$ cat src/rtl/bus_stall_controller_if.sv
// Bus handshake bundle between the IF/MEM bus interfaces and
// the stall controller; master drives requests, slave answers.
interface bus_stall_controller_if #(
    parameter int CNT_W = 8
);
    logic             if_req;
    logic             if_ack;
    logic             mem_req;
    logic             mem_ack;
    logic             if_stb;
    logic             mem_stb;
    logic             stall_pipl;
    logic             bus_timeout;
    logic [CNT_W-1:0] wait_cnt;

    modport master (
        output if_req,
        output if_ack,
        output mem_req,
        output mem_ack,
        input  if_stb,
        input  mem_stb,
        input  stall_pipl,
        input  bus_timeout,
        input  wait_cnt
    );

    modport slave (
        input  if_req,
        input  if_ack,
        input  mem_req,
        input  mem_ack,
        output if_stb,
        output mem_stb,
        output stall_pipl,
        output bus_timeout,
        output wait_cnt
    );
endinterface

$ cat src/rtl/bus_stall_controller.sv
// Pipeline stall generator: holds the pipeline until every active
// fetch/data request is acked, with a watchdog that forces release.
module bus_stall_controller #(
    parameter int unsigned TIMEOUT_CYCLES = 255,
    parameter int          CNT_W          = 8
) (
    input logic                    clk,
    input logic                    reset_n,
    bus_stall_controller_if.slave  bus
);

    typedef enum logic [1:0] {
        RUN  = 2'd0,
        WAIT = 2'd1,
        TMO  = 2'd2
    } state_e;

    localparam logic [CNT_W-1:0] TO_VAL = CNT_W'(TIMEOUT_CYCLES);
    localparam bit               TO_EN  = (TIMEOUT_CYCLES != 0);

    state_e           state_q, state_d;
    logic             if_done_q, if_done_d;
    logic             mem_done_q, mem_done_d;
    logic [CNT_W-1:0] cnt_q, cnt_d;

    logic in_tmo;
    logic if_stb, mem_stb;
    logic if_ok, mem_ok;
    logic stall;

    // Strobes and stall are combinational so a same-cycle ack
    // lets the pipeline advance without a bubble.
    always_comb begin
        in_tmo  = (state_q == TMO);
        if_stb  = reset_n & bus.if_req & ~if_done_q & ~in_tmo;
        mem_stb = reset_n & bus.mem_req & ~mem_done_q & ~in_tmo;
        if_ok   = ~bus.if_req | if_done_q | (if_stb & bus.if_ack);
        mem_ok  = ~bus.mem_req | mem_done_q | (mem_stb & bus.mem_ack);
        stall   = reset_n & ~(if_ok & mem_ok) & ~in_tmo;
    end

    assign bus.if_stb      = if_stb;
    assign bus.mem_stb     = mem_stb;
    assign bus.stall_pipl  = stall;
    assign bus.bus_timeout = reset_n & in_tmo;
    assign bus.wait_cnt    = reset_n ? cnt_q : '0;

    // Next-state: per-port done tracking plus watchdog FSM.
    always_comb begin
        state_d    = state_q;
        cnt_d      = cnt_q;
        if_done_d  = if_done_q;
        mem_done_d = mem_done_q;

        if (stall) begin
            if (if_stb & bus.if_ack) begin
                if_done_d = 1'b1;
            end
            if (mem_stb & bus.mem_ack) begin
                mem_done_d = 1'b1;
            end
        end else begin
            if_done_d  = 1'b0;
            mem_done_d = 1'b0;
        end

        unique case (state_q)
            RUN: begin
                if (stall) begin
                    state_d = WAIT;
                    cnt_d   = CNT_W'(1);
                end else begin
                    cnt_d   = '0;
                end
            end
            WAIT: begin
                if (!stall) begin
                    state_d = RUN;
                    cnt_d   = '0;
                end else if (TO_EN && (cnt_q == TO_VAL)) begin
                    state_d = TMO;
                end else if (!(&cnt_q)) begin
                    cnt_d   = cnt_q + CNT_W'(1);
                end
            end
            TMO: begin
                state_d = RUN;
                cnt_d   = '0;
            end
            default: begin
                state_d = RUN;
                cnt_d   = '0;
            end
        endcase
    end

    // State, done flags and wait counter registers.
    always_ff @(posedge clk or negedge reset_n) begin
        if (!reset_n) begin
            state_q    <= RUN;
            cnt_q      <= '0;
            if_done_q  <= 1'b0;
            mem_done_q <= 1'b0;
        end else begin
            state_q    <= state_d;
            cnt_q      <= cnt_d;
            if_done_q  <= if_done_d;
            mem_done_q <= mem_done_d;
        end
    end

endmodule

$ cat src/flat_wrapper.sv
// flat-port wrapper written by rule: the top's interface ports become plain ports
module bus_stall_controller_flat 
#(
    parameter int unsigned TIMEOUT_CYCLES = 255,
    parameter int          CNT_W          = 8
)
  (clk, reset_n, bus_if_req, bus_if_ack, bus_mem_req, bus_mem_ack, bus_if_stb, bus_mem_stb, bus_stall_pipl, bus_bus_timeout, bus_wait_cnt);
  bus_stall_controller_if #(.CNT_W(CNT_W)) bus_i ();
  input logic clk;
  input logic reset_n;
  input wire logic [$bits(bus_i.if_req)-1:0] bus_if_req;
  input wire logic [$bits(bus_i.if_ack)-1:0] bus_if_ack;
  input wire logic [$bits(bus_i.mem_req)-1:0] bus_mem_req;
  input wire logic [$bits(bus_i.mem_ack)-1:0] bus_mem_ack;
  output wire logic [$bits(bus_i.if_stb)-1:0] bus_if_stb;
  output wire logic [$bits(bus_i.mem_stb)-1:0] bus_mem_stb;
  output wire logic [$bits(bus_i.stall_pipl)-1:0] bus_stall_pipl;
  output wire logic [$bits(bus_i.bus_timeout)-1:0] bus_bus_timeout;
  output wire logic [$bits(bus_i.wait_cnt)-1:0] bus_wait_cnt;
  assign bus_i.if_req = bus_if_req;
  assign bus_i.if_ack = bus_if_ack;
  assign bus_i.mem_req = bus_mem_req;
  assign bus_i.mem_ack = bus_mem_ack;
  assign bus_if_stb = bus_i.if_stb;
  assign bus_mem_stb = bus_i.mem_stb;
  assign bus_stall_pipl = bus_i.stall_pipl;
  assign bus_bus_timeout = bus_i.bus_timeout;
  assign bus_wait_cnt = bus_i.wait_cnt;
  bus_stall_controller #(.TIMEOUT_CYCLES(TIMEOUT_CYCLES), .CNT_W(CNT_W)) u_core (.clk(clk), .reset_n(reset_n), .bus(bus_i));
endmodule
$ cat config.mk
export PLATFORM = sky130hd
export DESIGN_NAME = bus_stall_controller_flat
export DESIGN_NICKNAME = d
export VERILOG_FILES = /design/src/rtl/bus_stall_controller_if.sv /design/src/rtl/bus_stall_controller.sv /design/src/flat_wrapper.sv
export SDC_FILE = /design/constraint.sdc
export NUM_CORES = 1
export LEC_CHECK = 0
export CORE_MARGIN = 2
export CORE_UTILIZATION = 59
export CTS_CLUSTER_DIAMETER = 60
export DETAILED_ROUTE_END_ITERATION = 10
export DONT_BUFFER_PORTS = 1
export GPL_ROUTABILITY_DRIVEN = 0
export GPL_TIMING_DRIVEN = 1
export PLACE_DENSITY = 0.8
export SKIP_CTS_REPAIR_TIMING = 1
export SKIP_LAST_GASP = 1
export SYNTH_ARGS = -nofsm -noshare
export SYNTH_HDL_FRONTEND = slang
export SYNTH_SLANG_ARGS = --single-unit
$ cat constraint.sdc
create_clock -name clk -period 2 [get_ports clk]
set_input_delay 0.2 -clock clk [delete_from_list [all_inputs] [get_ports clk]]
set_output_delay 0.2 -clock clk [all_outputs]
set_load 0.01 [all_outputs]
; Word level (Yosys, flattened, before mapping)
; Cells that the tools add are included.
[totals]
ff_bits = 12
wordCells = 54
output_inout_bits = 12
in_bits = 6
[op_classes]
n_reduce_logical = 4
n_bitwise = 22
n_eq_ne = 9
n_mux = 14
add_sub_neg = 1
[ops]
columns = cell, n
row1 = 8-bit 2-to-1 mux, 4
row2 = 8-bit case mux with 2 select lines, 1
row3 = 1-bit bitwise AND, 12
row4 = 8-bit by 1-bit adder with 8-bit output (second input constant), 1
row5 = 8-bit equality test (second input constant), 1
row6 = 8-bit AND reduction, 1
row7 = 2-bit 2-to-1 mux, 3
row8 = 3-bit inequality test (second input constant), 2
row9 = 1-bit NOT, 6
row10 = 1-bit 2-to-1 mux, 5
row11 = 2-bit by 1-bit inequality test with 1-bit output (second input constant), 2
row12 = 1-bit bitwise OR, 4
row13 = 2-bit case mux with 2 select lines, 1
row14 = 2-bit AND reduction, 2
row15 = 3-bit by 2-bit inequality test with 1-bit output (second input constant), 1
row16 = 2-bit by 1-bit equality test with 1-bit output (second input constant), 1
row17 = 2-bit equality test (second input constant), 1
row18 = 2-bit zero test, 1
row19 = 2-bit inequality test (second input constant), 1

; Depth between registers and ports, before layout
; Gate-level depths: netlist of run 1.
[logic_depth]
depth_word = 11
mapped_depth = 5
mapped_depth_nobuf = 4

; Least setup slack after synthesis of run 1
; No wires, ideal clock.
[synth_timing]
path_kind = register to register
from = register u_core.cnt_q[0]
to = register u_core.cnt_q[3]
period_less_slack_ns = 1.386
arrival_time_ns = 1.307
setup_time_ns = 0.079
setup_slack_ns = 0.614
path_stages_with_launch = 6
t_required_ns = 1.921
n_path_buf = 1
cell_sequence = dfrtp_1 ha_1 and4_1 buf_6 a21oi_1 mux2i_1
[synth_between]
elab_chain_cells = 5
word_cells_on_any_way = 10
classes_between = add/sub: 1 / eq/ne: 3 / mux: 4 / reduce/logical: 2
[synth_rtl]
columns = element, line
row1 = start: declaration, bus_stall_controller.sv:24  ; logic [CNT_W-1:0] cnt_q, cnt_d;
row2 = start signal: assignment, bus_stall_controller.sv:106  ; cnt_q <= cnt_d;
row3 = 8-bit by 1-bit adder with 8-bit output, bus_stall_controller.sv:83  ; cnt_d = cnt_q + CNT_W'(1);
row4 = 8-bit 2-to-1 mux, bus_stall_controller.sv:82  ; end else if (!(&cnt_q)) begin
row5 = 8-bit 2-to-1 mux, bus_stall_controller.sv:80  ; end else if (TO_EN && (cnt_q == TO_VAL)) begin
row6 = 8-bit 2-to-1 mux, bus_stall_controller.sv:77  ; if (!stall) begin
row7 = 8-bit case mux with 2 select lines, bus_stall_controller.sv:67  ; unique case (state_q)
; Parallel ways exist; a longest one is shown, timed or not. The select of a mux whose other input is x is not followed.
; A chain may end at the register's enable or synchronous reset.

; Final worst setup path of run 1
[layout_timing]
from = register u_core.state_q[0]
to = output port bus_stall_pipl
[layout_between]
elab_chain_cells = 9
word_cells_on_any_way = 12
classes_between = eq/ne: 1 / bitwise: 11
[layout_rtl]
columns = element, line
row1 = start: declaration, bus_stall_controller.sv:21  ; state_e state_q, state_d;
row2 = start signal: assignment, bus_stall_controller.sv:105  ; state_q <= state_d;
row3 = 2-bit equality test *, bus_stall_controller.sv:34  ; in_tmo = (state_q == TMO);
row4 = 1-bit NOT *, "bus_stall_controller.sv:35, bus_stall_controller.sv:36, bus_stall_controller.sv:39"
row5 = 1-bit bitwise AND (on tied branches), "bus_stall_controller.sv:35, bus_stall_controller.sv:36"
row6 = 1-bit bitwise AND (on tied branches), "bus_stall_controller.sv:37, bus_stall_controller.sv:38"
row7 = 1-bit bitwise OR (on tied branches), "bus_stall_controller.sv:37, bus_stall_controller.sv:38"
row8 = 1-bit bitwise AND, bus_stall_controller.sv:39  ; stall = reset_n & ~(if_ok & mem_ok) & ~in_tmo;
row9 = 1-bit NOT, bus_stall_controller.sv:39
row10 = 1-bit bitwise AND, bus_stall_controller.sv:39
row11 = 1-bit bitwise AND *, bus_stall_controller.sv:39
row12 = end: declaration, flat_wrapper.sv:17  ; output wire logic [$bits(bus_i.stall_pipl)-1:0] bus_stall_pipl;
; Mark *: on every way between the ends. The rest lies on a longest branch, timed or not.

==> results of run 1 <==
==> power groups by stage <==
| stage | Combinational (W) | Sequential (W) | Clock (W) |
|---|---|---|---|
| after floorplan | 0.0000254 | 0.000255 | 0 |
| final | 0.0000341 | 0.000252 | 0.000195 |
| after detailed placement | 0.0000281 | 0.000256 | 0 |
| after global placement | 0.0000269 | 0.000256 | 0 |
| after CTS | 0.0000282 | 0.000251 | 0.000200 |
| after global routing | 0.0000388 | 0.000252 | 0.000211 |
==> metrics by stage <==
step	cells	utilization	power (W)	hold slack, ns	setup WS, ns
CTS	95	0.689	0.000479	-0.400	0.442
detailed placement	91	0.658	0.000284	-0.0951	0.483
finish	96	0.698	0.000480	0.149	0.457
floorplan	80	-	0.000281	-0.0956	0.614
global placement	91	0.658	0.000283	-0.0952	0.516
global route	96	0.698	0.000502	0.145	0.332
==> registers in the layout, summed over array words and instances (netlist names) <==
name,cells
u_core.if_done_q,1
u_core.cnt_q,8
u_core.mem_done_q,1
u_core.state_q,2
==> layout by cell type, fill, tap and decap left out <==
cell	instances
o21ai_0	2
a21oi_1	9
and3_1	6
and2_2	1
nor2_1	2
mux2i_1	1
dlygate4sd3_1	1
nand3_1	3
clkbuf_4	3
clkbuf_8	1
nand4b_1	2
nand4_1	2
nor2b_1	2
nand2_4	1
and4_1	1
and4_2	1
o2111ai_1	2
a211oi_2	2
ha_1	1
nand2b_1	1
nand2_1	3
a41oi_1	2
and2_1	7
nor3b_1	1
and2b_1	1
a31oi_1	2
o211ai_2	1
nor3b_2	2
and4b_1	1
inv_1	2
nor4_1	1
dfrtp_1	12
nor3_1	3
==> metal layers <==
metal / wire length, µm / GRT usage
met1: 757 / 0.335
met2: 726 / 0.363
met3: 107 / 0.0500
met4: 21 / 0.129
met5: 0 / 0
==> layout make-up <==
type | instances | area (µm²) | area share
Clock buffer | 4 | 36.3 | 0.0450
Inverter | 2 | 7.51 | 0.00930
Multi-Input combinational cell | 63 | 435 | 0.540
Sequential cell | 12 | 300 | 0.372
Tap cell | 14 | 17.5 | 0.0217
Timing Repair Buffer | 1 | 10.0 | 0.0124
==> critical path, cell delays in order, from the launching register on <==
cell and delay (ns):
dfrtp_1 0.46, nand2b_1 0.26, nand4b_1 0.19, nand2_1 0.16
==> final timing paths <==
path / startpoint / to / slack (ns) / cells past startpoint
max in group asynchronous: reset_n / u_core.state_q[0] / 1.29 / 1
worst max register to register: u_core.cnt_q[1] / u_core.cnt_q[6] / 0.46 / 4
min in group asynchronous: reset_n / u_core.cnt_q[7] / 0.34 / 1
worst min register to register: u_core.if_done_q / u_core.if_done_q / 0.59 / 2
worst min-delay path: reset_n / u_core.if_done_q / 0.15 / 2
worst max-delay path: u_core.state_q[0] / bus_stall_pipl / 0.46 / 3
==> synth_stat cells, drive strengths merged, types with 2 or more instances <==
cell type	count	area [µm²]
dfrtp	12	300
nor2	2	7.51
and4	2	18.8
a41oi	2	17.5
a21oi	9	45.0
and3	6	37.5
nor2b	2	12.5
o2111ai	2	17.5
and2	8	51.3
nor3	3	15.0
nand4b	2	17.5
nand4	2	12.5
a211oi	2	25.0
buf	2	18.8
nand2	4	22.5
o21ai	2	10.0
nand3	3	15.0
inv	2	7.51
a31oi	2	12.5
nor3b	3	32.5
==> logic make-up after synthesis <==
group | after synthesis | share of synthesized area
flops | 12 | 0.392
compound gates | 20 | 0.183
buf+inv | 5 | 0.0392
mux | 1 | 0.0131
simple gates | 41 | 0.356
fa+ha+maj | 1 | 0.0163
==> results.py, run 1 <==
metrics = {
    "global_routing": {
        "grt_pass1_vias": 586,
        "track_usage": 0.245,
        "grt_overflow": 0,
        "grt_pass1_wl_um": 2480,
        "antenna_found_initial": 0,
        "grt_max_degree": 29,
    },
    "place": {
        "portBuffers": 0,
        "post_dp_cell_area_um2": 761,
        "dp_hpwl_um": 1150,
    },
    "clock_network": {
        "cts_tree": "done",
        "cts.sinks": 12,
        "clkLatencyLatePin_ns": 0.28,
        "path_clk_slew_ns": 0.07,
        "root_buffer": "clkbuf_4",
        "cts_made_buffers": 3,
        "htreeDepth": 1,
        "cts.path.max_buffers": 2,
    },
    "sta": {
        "rsz0062_at_grt": "no",
        "post-route-period-util": 0.772,
        "final_hold_viol_count": 0,
        "worst_pin_slew_ns": 0.551,
        "setup_viol": 0,
        "min_period_ns": 1.54,
        "slew_violations": 0,
        "fmax_mhz": 648,
        "clock_skew_ns": 0.00618,
        "slew_headroom": 0.631,
        "fin_setup_tns_ns": 0,
    },
    "drt": {
        "vias_per_cell": 6.71,
        "wl_per_cell_um": 16.8,
        "routed_wl_um": 1610,
        "drt_iter0_markers": 27,
        "via_count": 644,
        "ant_nets": 0,
        "drt-pass1-iter-count": 4,
        "drc": 0,
    },
    "floorplanning": {
        "placementRows": 12,
        "die_w_um": 40.0,
        "coreArea_um2": 1160,
        "dieHeight_um": 40.0,
        "die_area_um2": 1600,
        "start_util": 0.662,
        "ioPinCount": 18,
    },
    "logic_synthesis": {
        "netlist_area_um2": 766,
        "ys_warn_count": 0,
        "synth_edf_count": 0,
        "synth_ff_type": "dfrtp_1",
        "postSynthCellCount": 80,
        "ys_ff_latch": 12,
        "postSynth.asyncResetShare": 1.00,
        "synth.distinct_cells": 33,
        "syn-num-nets": 87,
        "synth.avg_cell_area_um2": 9.57,
        "ys_seq_area_frac": 0.392,
    },
    "worst_setup_path": {
        "cp_max_fo": 7,
        "arrival_ns": 1.34,
        "end_kind": "output port",
        "start_kind": "flip-flop",
        "required_ns": 1.80,
        "critPathKind": "flip-flop to output port",
    },
    "layout": {
        "fillers": 106,
        "area_growth_pct": 5.39,
        "fin_nets": 90,
        "fin_area_um2": 807,
        "drive_above_1_share": 0.146,
        "diodes": 0,
    },
    "power": {
        "p_sw_w": 0.000110,
        "p_int_w": 0.000370,
        "clkPwrFrac": 0.405,
        "sequentialPowerShare": 0.524,
        "switching_share": 0.230,
        "power_leakage_nw": 0.349,
        "powerDensity_nw_per_um2": 595,
        "power_frac_comb": 0.071,
        "irDropWorstVdd_mv": 0.568,
    },
    "run": {
        "cap_viol_max_count": 0,
    },
    "outcome": {
        "status": "complete, no violations",
    },
    "min_path": {
        "hold_class": "primary input to flip-flop",
    },
}
No activity file was read; power rests on OpenSTA's default activity.
==> inputs of run 2 (changes only) <==
Clock period 2 ns to 1.5 ns, I/O delays scaled along.
==> run 2 against run 1 <==
Net effect:
- power grew 36%
- hold slack worse by 0.030 ns
- count of clock-buffer cells in the layout is the same
- flip-flop and latch count did not move
- core utilization up 1.9 points
- critical path type is now flip-flop to flip-flop
==> results.py, run 2 (synthesis gave the netlist of run 1 again) <==
metrics = {
    "worst_setup_path": {
        "critPathKind": "flip-flop to flip-flop",
        "cpMaxStageDelayCell": "dfrtp_1",
        "rrSetupSlack_ns": 0.08,
        "arrival_ns": 1.62,
        "crit_family": "flip-flops",
        "r2r_end": "u_core.cnt_q[3]",
        "max_stage_delay_ns": 0.43,
        "critPathBufInv": 0,
        "end_kind": "flip-flop",
        "reg2reg_depth": 4,
        "cp_cell_sequence": "ha_1 > and4_2 > a21oi_2 > mux2i_1",
        "cp_max_fo": 9,
        "start_kind": "flip-flop",
        "required_ns": 1.70,
        "timing.rr.start": "u_core.cnt_q[1]",
    },
    "min_path": {
        "hold_path.startpoint": "reset_n",
        "whs_path_depth": 2,
        "hold_class": "primary input to flip-flop",
        "hold_path_end": "u_core.if_done_q",
    },
    "drt": {
        "ant_nets": 0,
        "routed_wl_um": 1860,
        "drt-pass1-iter-count": 4,
        "via_count": 665,
        "vias_per_cell": 6.79,
        "wl_per_cell_um": 19.0,
        "drc": 0,
        "drt_iter0_markers": 34,
    },
    "global_routing": {
        "grt_max_degree": 29,
        "track_usage": 0.256,
        "grt_overflow": 0,
        "grt_pass1_vias": 591,
        "grt_pass1_wl_um": 2590,
        "antenna_found_initial": 0,
    },
    "clock_network": {
        "htreeDepth": 1,
        "clkLatencyLatePin_ns": 0.29,
        "root_buffer": "clkbuf_4",
        "cts_made_buffers": 3,
        "cts_tree": "done",
        "path_clk_slew_ns": 0.08,
        "cts.sinks": 12,
        "cts.path.max_buffers": 2,
    },
    "layout": {
        "final_cell_mix": "12 x dfrtp_1, 8 x a21oi_1, 7 x and2_1, 6 x and3_1",
        "fillers": 91,
        "top_register": "u_core.cnt_q",
        "final_common_cell": "dfrtp_1",
        "fin_util": 0.718,
        "fin_nets": 92,
        "largestRegisters": "u_core.cnt_q: 8 flops, u_core.state_q: 2 flops",
        "register_area_um2": 300,
        "multi_input_area_um2": 443,
        "area_growth_pct": 8.33,
        "drive_above_1_share": 0.202,
        "largest_reg_flops": 8,
        "layout.cells.non_filler": 98,
        "diodes": 0,
    },
    "place": {
        "dp_hpwl_um": 1230,
        "portBuffers": 0,
        "pre_cts_slack_ns": 0.0537,
        "dpl.cell_count": 93,
    },
    "sta": {
        "post-route-period-util": 0.946,
        "clock_skew_ns": 0.00719,
        "slew_headroom": 0.622,
        "fin_setup_tns_ns": 0,
        "rsz0062_at_grt": "yes",
        "worst_pin_slew_ns": 0.565,
        "fmax_mhz": 704,
        "fin_ws_ns": 0.0804,
        "slew_violations": 0,
        "setup_viol": 0,
        "min_period_ns": 1.42,
        "final_hold_viol_count": 0,
    },
    "floorplanning": {
        "die_w_um": 40.0,
        "dieHeight_um": 40.0,
        "ioPinCount": 18,
        "die_area_um2": 1600,
        "start_util": 0.662,
        "coreArea_um2": 1160,
        "placementRows": 12,
    },
    "power": {
        "total_power_w": 0.000652,
        "power_leakage_nw": 0.360,
        "powerDensity_nw_per_um2": 786,
        "irDropWorstVdd_mv": 0.713,
    },
    "outcome": {
        "status": "complete, no violations",
    },
    "run": {
        "cap_viol_max_count": 0,
    },
}
-- run 2: cell types whose count changed in the layout (fill, tap and decap cells not counted) --
cell and delta:
a21oi_1 -1, a21oi_2 +1, and4_1 -1, and4_2 +1, buf_4 +2, nand2b_1 -1
nand2b_2 +1
-- run 2: final cells by class --
type	count	area share
Clock buffer	4	0.0437
Timing Repair Buffer	3	0.0302
Inverter	2	0.00905
Multi-Input combinational cell	63	0.534
Sequential cell	12	0.362
Tap cell	14	0.0211
-- run 2: metal layers --
layer	part of all wire	track usage	routed length, µm
met5	0	0	0
met4	0.024	0.155	44
met3	0.066	0.0611	122
met2	0.51	0.427	943
met1	0.40	0.293	749
-- run 2: through the flow --
step | hold WS (ns) | cell area (µm²)
finish | 0.119 | 830
global route | 0.129 | 830
CTS | -0.453 | 812
detailed placement | -0.145 | 776
global placement | -0.145 | 776
floorplan | -0.146 | 766
-- run 2: worst reg2reg max path, stage by stage (launching register included) --
cell     delay (ns)
dfrtp_1        0.43
ha_1           0.21
and4_2         0.32
a21oi_2        0.17
mux2i_1        0.21
-- run 2: worst max path at each step --
stage                           start         endpoint  slack, ns  cells past startpoint
global route        u_core.state_q[0]   bus_stall_pipl     -0.006                      3
global placement      u_core.cnt_q[1]  u_core.cnt_q[3]       0.08                      4
finish                u_core.cnt_q[1]  u_core.cnt_q[3]       0.08                      4
detailed placement    u_core.cnt_q[1]  u_core.cnt_q[3]       0.05                      4
floorplan             u_core.cnt_q[0]  u_core.cnt_q[3]       0.11                      5
CTS                   u_core.cnt_q[1]  u_core.cnt_q[3]       0.03                      4
-- run 2: where the power goes --
group          switching [W]  internal [W]
registers         0.00000585      0.000328
clock network       0.000121      0.000148
logic              0.0000297     0.0000201
==> inputs of run 3 (changes only) <==
Settings changed: CAP_MARGIN set to 20.
==> results of run 3 <==
The final DEF is identical to that of run 2; final timing and power are the same.
